**config.mk**
```make
export PLATFORM = sky130hd
export DESIGN_NAME = tdm_demux8
export DESIGN_NICKNAME = d
export VERILOG_FILES = /design/src/rtl/tdm_pkg.sv /design/src/rtl/tdm_slot_counter.sv /design/src/rtl/tdm_demux8.sv
export SDC_FILE = /design/constraint.sdc
export NUM_CORES = 1
export LEC_CHECK = 0
export BUFFER_PORTS_ARGS = -buffer_cell sky130_fd_sc_hd__clkbuf_2
export CORE_MARGIN = 2
export CORE_UTILIZATION = 50
export CTS_CLUSTER_DIAMETER = 120
export DETAILED_ROUTE_END_ITERATION = 7
export PLACE_DENSITY_LB_ADDON = 0.25
export SETUP_SLACK_MARGIN = 0.02
export SLEW_MARGIN = 20
export SYNTH_ARGS = -nofsm -noshare
export SYNTH_HDL_FRONTEND = slang
export SYNTH_SLANG_ARGS = --single-unit
export TNS_END_PERCENT = 10
```
**constraint.sdc**
```tcl
create_clock -name clk -period 2.6 [get_ports clk]
set_input_delay 0.52 -clock clk [delete_from_list [all_inputs] [get_ports clk]]
set_output_delay 0.52 -clock clk [all_outputs]
set_load 0.01 [all_outputs]
```
**src/rtl/tdm_pkg.sv**
```systemverilog
`default_nettype none
// ============================================================================
//  Module   : tdm_pkg
//  Purpose  : Shared types and constants for the 8-channel TDM demultiplexer.
//             Optional feature macro used by the block: TDM_DEMUX_OVERRUN_EN.
//  Revision : 1.0 - initial release
// ============================================================================
package tdm_pkg;

    // Slots per frame; the receive counter replays the 000..111 select sequence.
    localparam int NUM_CH = 8;
    localparam int SLOT_W = $clog2(NUM_CH);

    typedef logic [SLOT_W-1:0] slot_t;

    // HUNT waits for a sync-qualified beat, RECV fills the shadow frame.
    typedef enum logic [0:0] {
        HUNT = 1'b0,
        RECV = 1'b1
    } state_t;

endpackage
`default_nettype wire

```
**src/rtl/tdm_slot_counter.sv**
```systemverilog
`default_nettype none
// ============================================================================
//  Module   : tdm_slot_counter
//  Purpose  : Slot index counter for the TDM demux. Load-to-1 (slot 0 has
//             just been written), increment with natural wrap 7->0, and a
//             zero flag marking the beat where slot 0 is expected.
//  Revision : 1.0 - initial release
// ============================================================================
module tdm_slot_counter
    import tdm_pkg::*;
(
    input  logic  clk,
    input  logic  rst_n,
    input  logic  i_load_one,
    input  logic  i_incr,
    output slot_t o_count,
    output logic  o_is_zero
);

    slot_t r_count;

    // Load has priority: a sync beat always restarts the frame at slot 1.
    always_ff @(posedge clk or negedge rst_n) begin
        if (!rst_n) begin
            r_count <= '0;
        end else if (i_load_one) begin
            r_count <= slot_t'(1);
        end else if (i_incr) begin
            r_count <= r_count + slot_t'(1);
        end
    end

    assign o_count   = r_count;
    assign o_is_zero = (r_count == '0);

endmodule
`default_nettype wire

```
**src/rtl/tdm_demux8.sv**
```systemverilog
`default_nettype none
// ============================================================================
//  Module   : tdm_demux8
//  Purpose  : Eight-channel time-division demultiplexer. Collects one sample
//             per slot into a shadow frame and publishes completed frames on
//             a valid/ready port. Frames finishing while the previous one is
//             still pending are dropped.
//  Options  : TDM_DEMUX_OVERRUN_EN - adds the sticky 'overrun' output that
//             flags dropped frames (cleared only by rst_n).
//  Revision : 1.0 - initial release
// ============================================================================
module tdm_demux8 #(
    parameter int DATA_W = 1,
    parameter int NUM_CH = 8      // must stay equal to tdm_pkg::NUM_CH
) (
    input  logic                     clk,
    input  logic                     rst_n,
    input  logic                     in_valid,
    input  logic                     in_sync,
    input  logic [DATA_W-1:0]        in_data,
    output logic                     out_valid,
    input  logic                     out_ready,
    output logic [NUM_CH*DATA_W-1:0] out_ch,
`ifdef TDM_DEMUX_OVERRUN_EN
    output logic                     overrun,
`endif
    output logic                     sync_err
);

    import tdm_pkg::*;

    localparam slot_t c_last_slot = slot_t'(NUM_CH - 1);

    state_t r_state;
    state_t w_state_nxt;

    slot_t  w_count;
    logic   w_is_zero;
    logic   w_load_one;
    logic   w_incr;
    logic   w_wr_en;
    slot_t  w_wr_idx;
    logic   w_err;
    logic   w_complete;
    logic   w_accept;
    logic   w_take;

    logic [NUM_CH-1:0][DATA_W-1:0] r_shadow;
    logic [NUM_CH-1:0][DATA_W-1:0] w_frame;
    logic [NUM_CH*DATA_W-1:0]      r_out_ch;
    logic                          r_out_valid;
    logic                          r_sync_err;

    tdm_slot_counter u_slot_counter (
        .clk        (clk),
        .rst_n      (rst_n),
        .i_load_one (w_load_one),
        .i_incr     (w_incr),
        .o_count    (w_count),
        .o_is_zero  (w_is_zero)
    );

    // Framing state register.
    always_ff @(posedge clk or negedge rst_n) begin
        if (!rst_n) begin
            r_state <= HUNT;
        end else begin
            r_state <= w_state_nxt;
        end
    end

    // Per-beat framing decisions: where the sample goes, counter action, errors.
    always_comb begin
        w_state_nxt = r_state;
        w_load_one  = 1'b0;
        w_incr      = 1'b0;
        w_wr_en     = 1'b0;
        w_wr_idx    = w_count;
        w_err       = 1'b0;
        w_complete  = 1'b0;
        if (in_valid) begin
            case (r_state)
                HUNT: begin
                    if (in_sync) begin
                        w_wr_en     = 1'b1;
                        w_wr_idx    = '0;
                        w_load_one  = 1'b1;
                        w_state_nxt = RECV;
                    end
                end
                RECV: begin
                    if (!w_is_zero && in_sync) begin
                        // Early sync: abandon the partial frame and restart.
                        w_wr_en    = 1'b1;
                        w_wr_idx   = '0;
                        w_load_one = 1'b1;
                        w_err      = 1'b1;
                    end else if (w_is_zero && !in_sync) begin
                        // Slot 0 arrived without its sync marker: lost lock.
                        w_err       = 1'b1;
                        w_state_nxt = HUNT;
                    end else begin
                        w_wr_en    = 1'b1;
                        w_incr     = 1'b1;
                        w_complete = (w_count == c_last_slot);
                    end
                end
                default: w_state_nxt = HUNT;
            endcase
        end
    end

    // Completed frame is the shadow with the in-flight last-slot sample merged.
    always_comb begin
        w_frame           = r_shadow;
        w_frame[NUM_CH-1] = in_data;
    end

    assign w_accept = r_out_valid & out_ready;
    assign w_take   = w_complete & (~r_out_valid | w_accept);

    // Shadow frame capture, one slot per accepted beat.
    always_ff @(posedge clk or negedge rst_n) begin
        if (!rst_n) begin
            r_shadow <= '0;
        end else if (w_wr_en) begin
            r_shadow[w_wr_idx] <= in_data;
        end
    end

    // Output frame register and valid/ready handshake.
    always_ff @(posedge clk or negedge rst_n) begin
        if (!rst_n) begin
            r_out_ch    <= '0;
            r_out_valid <= 1'b0;
        end else if (w_take) begin
            r_out_ch    <= w_frame;
            r_out_valid <= 1'b1;
        end else if (w_accept) begin
            r_out_valid <= 1'b0;
        end
    end

    // Framing error is a registered single-cycle pulse.
    always_ff @(posedge clk or negedge rst_n) begin
        if (!rst_n) begin
            r_sync_err <= 1'b0;
        end else begin
            r_sync_err <= w_err;
        end
    end

`ifdef TDM_DEMUX_OVERRUN_EN
    logic r_overrun;

    // Sticky flag for any completed frame that could not be published.
    always_ff @(posedge clk or negedge rst_n) begin
        if (!rst_n) begin
            r_overrun <= 1'b0;
        end else if (w_complete && !w_take) begin
            r_overrun <= 1'b1;
        end
    end

    assign overrun = r_overrun;
`endif

    assign out_valid = r_out_valid;
    assign out_ch    = r_out_ch;
    assign sync_err  = r_sync_err;

endmodule
`default_nettype wire
```
=== Yosys cells after proc, flatten, opt, wreduce, memory -nomap -nowiden ===
Cells that the tools add are included.

* $add $sub $neg: 1
* Order comparisons: 2
* Eq/ne operators: 1
* Multiplexer cells: 30
* Bitwise operators: 5
* Reduce and logical (&&, ||, !) cells: 8

{| class="wikitable"
|+ Operators with widths
! operator !! number
|-
| 1-bit two-way mux || 20
|-
| 3-bit two-way mux || 5
|-
| 8-bit bitwise mux || 1
|-
| 3-bit one-hot mux with 2 select lines || 1
|-
| 3-bit by 4-bit < comparator with 1-bit output, second input constant || 1
|-
| 1-bit one-hot mux with 2 select lines || 2
|-
| 2-bit nonzero test || 2
|-
| 3-bit by 1-bit adder with 3-bit output, second input constant || 1
|-
| 1-bit demux with 3-bit select || 1
|-
| 3-bit equality test, second input constant || 1
|-
| 3-bit by 1-bit >= comparator with 1-bit output, second input constant || 1
|-
| 1-bit logical AND || 3
|-
| 3-bit zero test || 1
|-
| 1-bit AND || 2
|-
| 1-bit zero test || 2
|-
| 1-bit NOT || 2
|-
| 1-bit OR || 1
|}

* Bits in registers: 22
* Output and inout port bits: 10
* Word-level logic and storage cells: 60

=== Longest topological paths before layout ===
Gate-level depths: netlist of run 1.

* Depth after elaboration: 11
* Mapped depth: 9

=== Modules after synthesis ===
A second synthesis of run 1 with hierarchy kept.

* Cells, all modules: 78
* Area total of the unflattened synthesis: 985.9 µm²

{| class="wikitable"
|+ By module, submodules not included
! module !! times used !! cells each !! area each (µm²)
|-
| tdm_demux8 || 1 || 63 || 819.5
|-
| tdm_slot_counter || 1 || 15 || 166.4
|}

=== Worst setup path before layout of run 1 ===
Ideal clock, no wire load.

* Path type: flip-flop to flip-flop
* Start point: register u_slot_counter.r_count[1] (netlist: u_slot_counter.o_count[1])
* End point: register r_shadow[4] in the netlist's numbering
* Library setup time: 128 ps
* Arrival: 2005 ps
* Setup slack: 467 ps
* Stages on the path, launching flop included: 10
* Path buffers: 0
* Path through: dfrtp_1 > inv_1 > ha_1 > nand2b_1 > inv_1 > ha_1 > and4bb_4 > nand2_2 > nor3b_2 > mux2_1

* Cells in the longest elaborated chain, start to end: 11
* Elaborated cells between the ends (all ways): 18
* Those cells by class: order compare: 2; mux: 11; reduce/logical: 5

{| class="wikitable"
|+ Ends and longest elaborated chain
! what !! line !! text
|-
| start, declared || tdm_slot_counter.sv:20 || <nowiki>slot_t r_count;</nowiki>
|-
| start signal, assigned || tdm_slot_counter.sv:27 || <nowiki>r_count <= slot_t'(1);</nowiki>
|-
| start signal, assigned || tdm_slot_counter.sv:29 || <nowiki>r_count <= r_count + slot_t'(1);</nowiki>
|-
| 3-bit zero test || tdm_slot_counter.sv:34 || <nowiki>assign o_is_zero = (r_count == '0);</nowiki>
|-
| 1-bit zero test || tdm_demux8.sv:92 || <nowiki>if (!w_is_zero && in_sync) begin</nowiki>
|-
| 1-bit logical AND || tdm_demux8.sv:92 ||
|-
| 3-bit two-way mux || tdm_demux8.sv:92 ||
|-
| 3-bit one-hot mux with 2 select lines || tdm_demux8.sv:82 || <nowiki>case (r_state)</nowiki>
|-
| 3-bit two-way mux || tdm_demux8.sv:81 || <nowiki>if (in_valid) begin</nowiki>
|-
| 3-bit by 4-bit < comparator with 1-bit output (implied by the code) or 3-bit by 1-bit >= comparator with 1-bit output (tied branches) || tdm_demux8.sv:127 || <nowiki>r_shadow[w_wr_idx] <= in_data;</nowiki>
|-
| 1-bit logical AND (implied by the code) || tdm_demux8.sv:127 ||
|-
| 1-bit two-way mux (implied by the code) || tdm_demux8.sv:127 ||
|-
| 1-bit demux with 3-bit select || tdm_demux8.sv:127 ||
|-
| 8-bit bitwise mux || tdm_demux8.sv:127 ||
|-
| end signal, assigned by index || tdm_demux8.sv:127 ||
|-
| end, declared || tdm_demux8.sv:48 || <nowiki>logic [NUM_CH-1:0][DATA_W-1:0] r_shadow;</nowiki>
|}

Parallel ways exist; a longest one is shown, timed or not.
A chain may end at the register's enable or synchronous reset.

=== Worst setup path after layout of run 1 ===
* Start point: register u_slot_counter.r_count[1] (netlist: u_slot_counter.o_count[1])
* End point: register r_shadow[5] in the netlist's numbering

The elaborated chain is that of the path after synthesis.

==> results.md, run 1 <==
* Leakage at 0.616 nW
* Total CTS buffers at 3
* First-pass GRT wire length at 3110 µm
* Ratio of cells with drive above 1 in the final layout at 41.7%
* Max stage delay cell, worst path: sky130_fd_sc_hd__dfrtp_1
* DP HPWL at 1250 µm
* Net switching power at 0.000375 W
* Clock latency on the worst-skew pair at 300 ps
* Number of clock sinks at 21
* Kind of cell with the highest combined delay on the critical path: simple AND/OR/NAND/NOR gates
* Number of cells produced by synthesis at 79
* Setup repair after global routing missed its margin: no
* Via density at 5.39
* Final Skew at 9.06 ps
* DRC violations left at 0
* Mean instance size in the synthesized netlist at 13.4 µm²
* Horizontal die dimension at 50.0 µm
* Synth warn at 0
* Final core occ at 59.4%
* Final Instance Count excl. Fillers at 123
* Number of buffer and inverter stages on the critical path at 2
* Router iterations before antenna repair at 4
* Min cycle time layout at 2310 ps
* Post-detailed-route wirelength per cell at 13.9 µm
* Final cycle utilization of the critical path at 88.7%
* # setup viols final at 0
* Largest fanout of any net on the critical path at 8
* Aggregate global routing overflow at 0
* Type of the worst min-delay path: in -> async
* Fraction of power consumed by combinational cells at 35.1%
* Flip-flop and latch count after synthesis at 21
* Proportion of power drawn by the clock network at 15.0%
* CTS Hold Bufs at 0
* Total power consumption of the routed design at 0.00107 W
* Final setup TNS at 0 ps
* Run status: complete, no violations
* Reg-to-reg slack, setup at 290 ps
* Cell total after placement at 119
* Count of input and output buffers at 15
* Maximum ir drop on the vdd rail at 0.000499 V
* Switching fraction of total power at 35.1%
* CP Data Required Time at 2800 ps
* Most common cell after layout, fill and taps aside: sky130_fd_sc_hd__dfrtp_1
* Number of H-tree branching levels at 1
* Number of global-route vias before repair at 684
* Predominant post-synthesis flop cell: sky130_fd_sc_hd__dfrtp_1
* Count of nets left with antenna violations after detail routing at 0
* Die Area at 2500 µm²
* Number of distinct library cell variants in the gate-level netlist after synthesis at 27
* Total global-route track usage at 16.2%
* Core area at 1980 µm²
* Design area at 1180 µm²
* Commonest cells after routing, fill and taps aside: sky130_fd_sc_hd__dfrtp_1 (21), sky130_fd_sc_hd__clkbuf_2 (15), sky130_fd_sc_hd__mux2_4 (8)
* Critical path startpoint category: flip-flop
* CP max stage delay at 540 ps
* CTS root buf: sky130_fd_sc_hd__clkbuf_4
* Cell Area, Placed at 1150 µm²
* Vertical extent of the die at 50.0 µm
* Antenna violations before repair at 0
* Mapped Area at 1060 µm²
* Type of the worst setup path: reg -> reg
* Effective utilization at floorplan at 53.3%
* Portion of the post-synthesis area used by sequential elements at 49.7%
* Routability-driven placement congestion ratio at 0.790
* Worst relative slew slack at 66.2%
* Maximum number of pins on one net before global-route repair at 22
* Initial detailed-routing violation count at 11
* Final Hold Viols at 0
* Data arrival, critical path at 2510 ps
* Number of cells upsized or downsized after cts at 0
* Number of enable-type register cells in the synthesized netlist at 0
* Sequential group share of total power at 50.0%
* Number of buffers added for setup after CTS at 0
* Detailed-route via count at 663
* Antenna fix cells at 0
* Nature of the critical path endpoint: flip-flop
* Clk slew on worst S/H paths at 130 ps
* CTS max path bufs at 2
* Total number of placement rows at 16
* Total wirelength of the detailed-routed design at 1710 µm
* Pint at 0.000693 W
* Number of top-level design ports at 16
* Fill cells at 169
* Ordered cell list for the critical path: inv_1, ha_1, nand2b_1, inv_1, ha_1, and4bb_4, nand2_4, nor3b_2, mux2_1
* Highest achievable clock rate at 0.434 GHz
* Net count after synthesis at 90
* Async set or reset register ratio after synthesis at 100%
* Maximum Capacitance Violations at 0
* TritonCTS clock tree: built
* Area growth from synthesis to layout at 11.4%
* Slew at the pin closest to its max-slew limit at 508 ps
* Max Slew Vio Count at 0
* Power per unit of standard cell area at 907 nW/µm²
* Post-layout nets at 108
==> flip-flops by register name, summed over array words and instances (netlist names) <==
name	cells
out_ch	8
out_valid	1
r_shadow	7
sync_err	1
u_slot_counter.o_count	3
r_state	1
==> worst paths after layout <==
path                                                       start                               endpoint  depth (start not counted)
setup / recovery           u_slot_counter.o_count[1]$_DFFE_PN0P_                r_shadow[5]$_DFFE_PN0P_                          9
hold / removal                                             rst_n  u_slot_counter.o_count[1]$_DFFE_PN0P_                          1
setup reg to reg           u_slot_counter.o_count[1]$_DFFE_PN0P_                r_shadow[5]$_DFFE_PN0P_                          9
hold reg to reg                          r_shadow[4]$_DFFE_PN0P_                r_shadow[4]$_DFFE_PN0P_                          1
max in group asynchronous                                  rst_n                r_shadow[6]$_DFFE_PN0P_                          1
min in group clk                                        in_valid                     sync_err$_DFF_PN0_                          3
==> metrics by stage <==
stage | hold slack, ps | worst slack [ps]
after CTS | 180 | 290
after floorplan | 224 | 467
after global routing | 192 | 156
after global placement | 471 | 365
final | 156 | 294
after detailed placement | 480 | 311
==> cells by family after synthesis <==
family	count (synthesis)	share of synthesized area (%)
and+or+nand+nor	24	16.8
buffers and inverters	6	2.96
DFF	21	49.7
xor gates and xnor gates	1	0.829
adders and majority gates	5	5.92
muxes	17	20.7
AOI/OAI and AO/OA	5	3.08
==> cells in the mapped netlist (2+ instances only) <==
library cell                n  area [µm²]
sky130_fd_sc_hd__nor3b_2    2        25.0
sky130_fd_sc_hd__a21oi_1    2        10.0
sky130_fd_sc_hd__nand2_1    3        11.3
sky130_fd_sc_hd__ha_1       5        62.6
sky130_fd_sc_hd__nor2_1     5        18.8
sky130_fd_sc_hd__inv_1      4        15.0
sky130_fd_sc_hd__mux2_2     4        45.0
sky130_fd_sc_hd__dfrtp_1   21         526
sky130_fd_sc_hd__nand2b_1   3        18.8
sky130_fd_sc_hd__mux2i_1    2        20.0
sky130_fd_sc_hd__nor3_2     3        30.0
sky130_fd_sc_hd__mux2_4     8         120
sky130_fd_sc_hd__mux2_1     3        33.8
==> power by group through the flow <==
stage	sequential, W	clock (W)	combinational [W]
4_1_cts	0.000534	0.000162	0.000379
3_5_place_dp	0.000542	0	0.000376
6_report	0.000534	0.000160	0.000375
2_1_floorplan	0.000524	0	0.000299
3_3_place_gp	0.000532	0	0.000367
5_1_grt	0.000556	0.000180	0.000423
==> layer usage <==
metal | GRT usage, % | wire [µm] | part of all wire (%)
met5 | 0 | 0 | 0
met1 | 21.4 | 803 | 47
met3 | 3.64 | 53 | 3.1
met2 | 25.2 | 808 | 47
met4 | 7.41 | 42 | 2.5
==> area by class of cell <==
cell class                      instances  area, µm²  share of cell area [%]
Timing Repair Buffer                   15       75.1                    6.38
Clock buffer                            3       22.5                    1.91
Sequential cell                        21        526                    44.6
Multi-Input combinational cell         52        500                    42.5
Tap cell                               27       33.8                    2.87
Inverter                                4       15.0                    1.28
Clock inverter                          1       5.00                   0.425
Power figures use the tool's default switching activity.
==> run 2, diff against run 1 <==
CORE_UTILIZATION = 40   (was 50)
==> run 2 against run 1 <==
  * Worst setup slack improved by 120 ps
  * Total power increased by 0.15%
  * Sequential share of layout area decreased by 0.42 points
  * Core utilization decreased by 12 points
  * Register-to-register slack improved by 120 ps
  * Combinational power increased by 4%
  * Final cell count increased by 3.3%
  * Sequential power decreased by 3%
  * Via count decreased by 3.3%
==> results.md, run 2 (same netlist as run 1, synthesis figures left out) <==
* Total global-route track usage at 13.0% (-3.2 points)
* Design area at 1190 µm² (+0.96%)
* Core area at 2500 µm² (+26%)
* Commonest cells after routing, fill and taps aside: sky130_fd_sc_hd__dfrtp_1 (21), sky130_fd_sc_hd__clkbuf_2 (15), sky130_fd_sc_hd__mux2_4 (8)
* Count of input and output buffers at 15 (unchanged)
* Total wirelength of the detailed-routed design at 1660 µm (-2.7%)
* CP Data Required Time at 2800 ps (about the same)
* Detailed-route via count at 641 (-3.3%)
* Nature of the critical path endpoint: flip-flop
* Highest achievable clock rate at 0.458 GHz (+5.7%)
* Fill cells at 233 (+38%)
* Power per unit of standard cell area at 900 nW/µm² (-0.80%)
* Initial detailed-routing violation count at 3 (-8)
* Die Area at 3070 µm² (+23%)
* Cell Area, Placed at 1160 µm² (+0.98%)
* CTS Hold Bufs at 0 (unchanged)
* Clock latency on the worst-skew pair at 310 ps (about the same)
* Router iterations before antenna repair at 2 (-2)
* Number of buffers added for setup after CTS at 0 (unchanged)
* Post-detailed-route wirelength per cell at 13.1 µm (-5.8%)
* CTS root buf: sky130_fd_sc_hd__clkbuf_4
* DP HPWL at 1190 µm (-5.3%)
* Max stage delay cell, worst path: sky130_fd_sc_hd__dfrtp_1
* Maximum number of pins on one net before global-route repair at 22 (unchanged)
* Final Skew at 2.33 ps (-6.73 ps)
* CP max stage delay at 440 ps (-100 ps)
* Slew at the pin closest to its max-slew limit at 527 ps (+19.1 ps)
* DRC violations left at 0 (unchanged)
* Data arrival, critical path at 2390 ps (-120 ps)
* Type of the worst setup path: reg -> reg
* Count of nets left with antenna violations after detail routing at 0 (unchanged)
* Ordered cell list for the critical path: inv_1, ha_1, nand2b_1, inv_1, ha_1, and4bb_4, nand2_2, nor3b_2, mux2_1
* Flip-flop count of the largest register, all copies and words added at 8 (unchanged)
* Maximum ir drop on the vdd rail at 0.000542 V (+8.7%)
* Antenna fix cells at 0 (unchanged)
* Final Hold Viols at 0 (unchanged)
* TritonCTS clock tree: built
* Number of global-route vias before repair at 646 (-5.6%)
* Worst relative slew slack at 64.9% (-1.3 points)
* Maximum Capacitance Violations at 0 (unchanged)
* Type of the worst min-delay path: in -> async
* Largest fanout of any net on the critical path at 5 (-3)
* Horizontal die dimension at 55.4 µm (+11%)
* Total power consumption of the routed design at 0.00107 W (+0.15%)
* Number of H-tree branching levels at 1 (unchanged)
* Area growth from synthesis to layout at 12.4%
* Number of top-level design ports at 16 (unchanged)
* Vertical extent of the die at 55.4 µm (+11%)
* # setup viols final at 0 (unchanged)
* Final Instance Count excl. Fillers at 127 (+3.3%)
* Antenna violations before repair at 0 (unchanged)
* Final setup TNS at 0 ps (unchanged)
* Min cycle time layout at 2180 ps (-124 ps)
* Number of clock sinks at 21 (unchanged)
* Most common cell after layout, fill and taps aside: sky130_fd_sc_hd__dfrtp_1
* Total CTS buffers at 3 (unchanged)
* Routability-driven placement congestion ratio at 0.726 (-8.1%)
* Ratio of cells with drive above 1 in the final layout at 42.3% (+0.60 points)
* Total number of placement rows at 18 (+2)
* Cell total after placement at 123 (+3.4%)
* Run status: complete, no violations
* First-pass GRT wire length at 3130 µm (+0.87%)
* Setup repair after global routing missed its margin: no
* Effective utilization at floorplan at 42.3% (-11 points)
* Final cycle utilization of the critical path at 83.9% (-4.8 points)
* CTS max path bufs at 2 (unchanged)
* Clk slew on worst S/H paths at 120 ps (about the same)
* Max Slew Vio Count at 0 (unchanged)
* Leakage at 0.621 nW (+0.83%)
* Critical path startpoint category: flip-flop
* Number of cells upsized or downsized after cts at 0 (unchanged)
* Post-layout nets at 109 (+0.93%)
* Aggregate global routing overflow at 0 (unchanged)
* Worst Hold Margin at 162 ps (+6.27 ps)
* Via density at 5.05 (-6.4%)
-- run 2: changes by cell type in the layout (fill, tap and decap cells not counted) --
| cell | delta |
|---|---|
| sky130_fd_sc_hd__buf_4 | +1 |
-- run 2: final timing paths --
check	start	end	slack, ps	depth (start not counted)
setup / recovery	u_slot_counter.o_count[0]$_DFFE_PN0P_	r_shadow[4]$_DFFE_PN0P_	420	9
hold / removal	rst_n	out_ch[3]$_DFFE_PN0P_	160	1
setup reg to reg	u_slot_counter.o_count[0]$_DFFE_PN0P_	r_shadow[4]$_DFFE_PN0P_	420	9
hold reg to reg	r_shadow[4]$_DFFE_PN0P_	r_shadow[4]$_DFFE_PN0P_	500	1
max in group asynchronous	rst_n	r_shadow[1]$_DFFE_PN0P_	2090	1
min in group clk	in_valid	sync_err$_DFF_PN0_	500	3
-- run 2: per-stage QoR --
stage               util [%]  worst slack [ps]
floorplan                  -               467
global placement        46.4               436
detailed placement      46.4               420
CTS                     47.5               393
global route            47.5               265
finish                  47.5               418
-- run 2: final cells by class --
type	count	area, µm²	area share (%)
Clock buffer	3	22.5	1.89
Timing Repair Buffer	16	82.6	6.95
Tap cell	30	37.5	3.16
Inverter	4	15.0	1.26
Multi-Input combinational cell	52	500	42.1
Clock inverter	1	5.00	0.421
Sequential cell	21	526	44.2
-- run 2: critical path: cells and delay by family, from the launching register on --
family / cells / cell delay [ps]
adders and majority gates: 2 / 400
buffers and inverters: 2 / 170
DFF: 1 / 440
muxes: 1 / 330
and+or+nand+nor: 4 / 750
-- run 2: per-layer routing --
| metal | track usage (%) | routed length, µm | up-vias |
|---|---|---|---|
| met5 | 0 | 0 | - |
| met4 | 5.23 | 31 | 0 |
| met3 | 5.15 | 80 | 5 |
| met2 | 18.5 | 736 | 13 |
| met1 | 17.7 | 811 | 311 |
| li1 | - | - | 312 |
-- run 2: power by group --
group          switching, W  internal, W  leakage, nW
Combinational      0.000184     0.000206        0.331
Clock              0.000102    0.0000575       0.0177
Sequential        0.0000817     0.000437        0.273
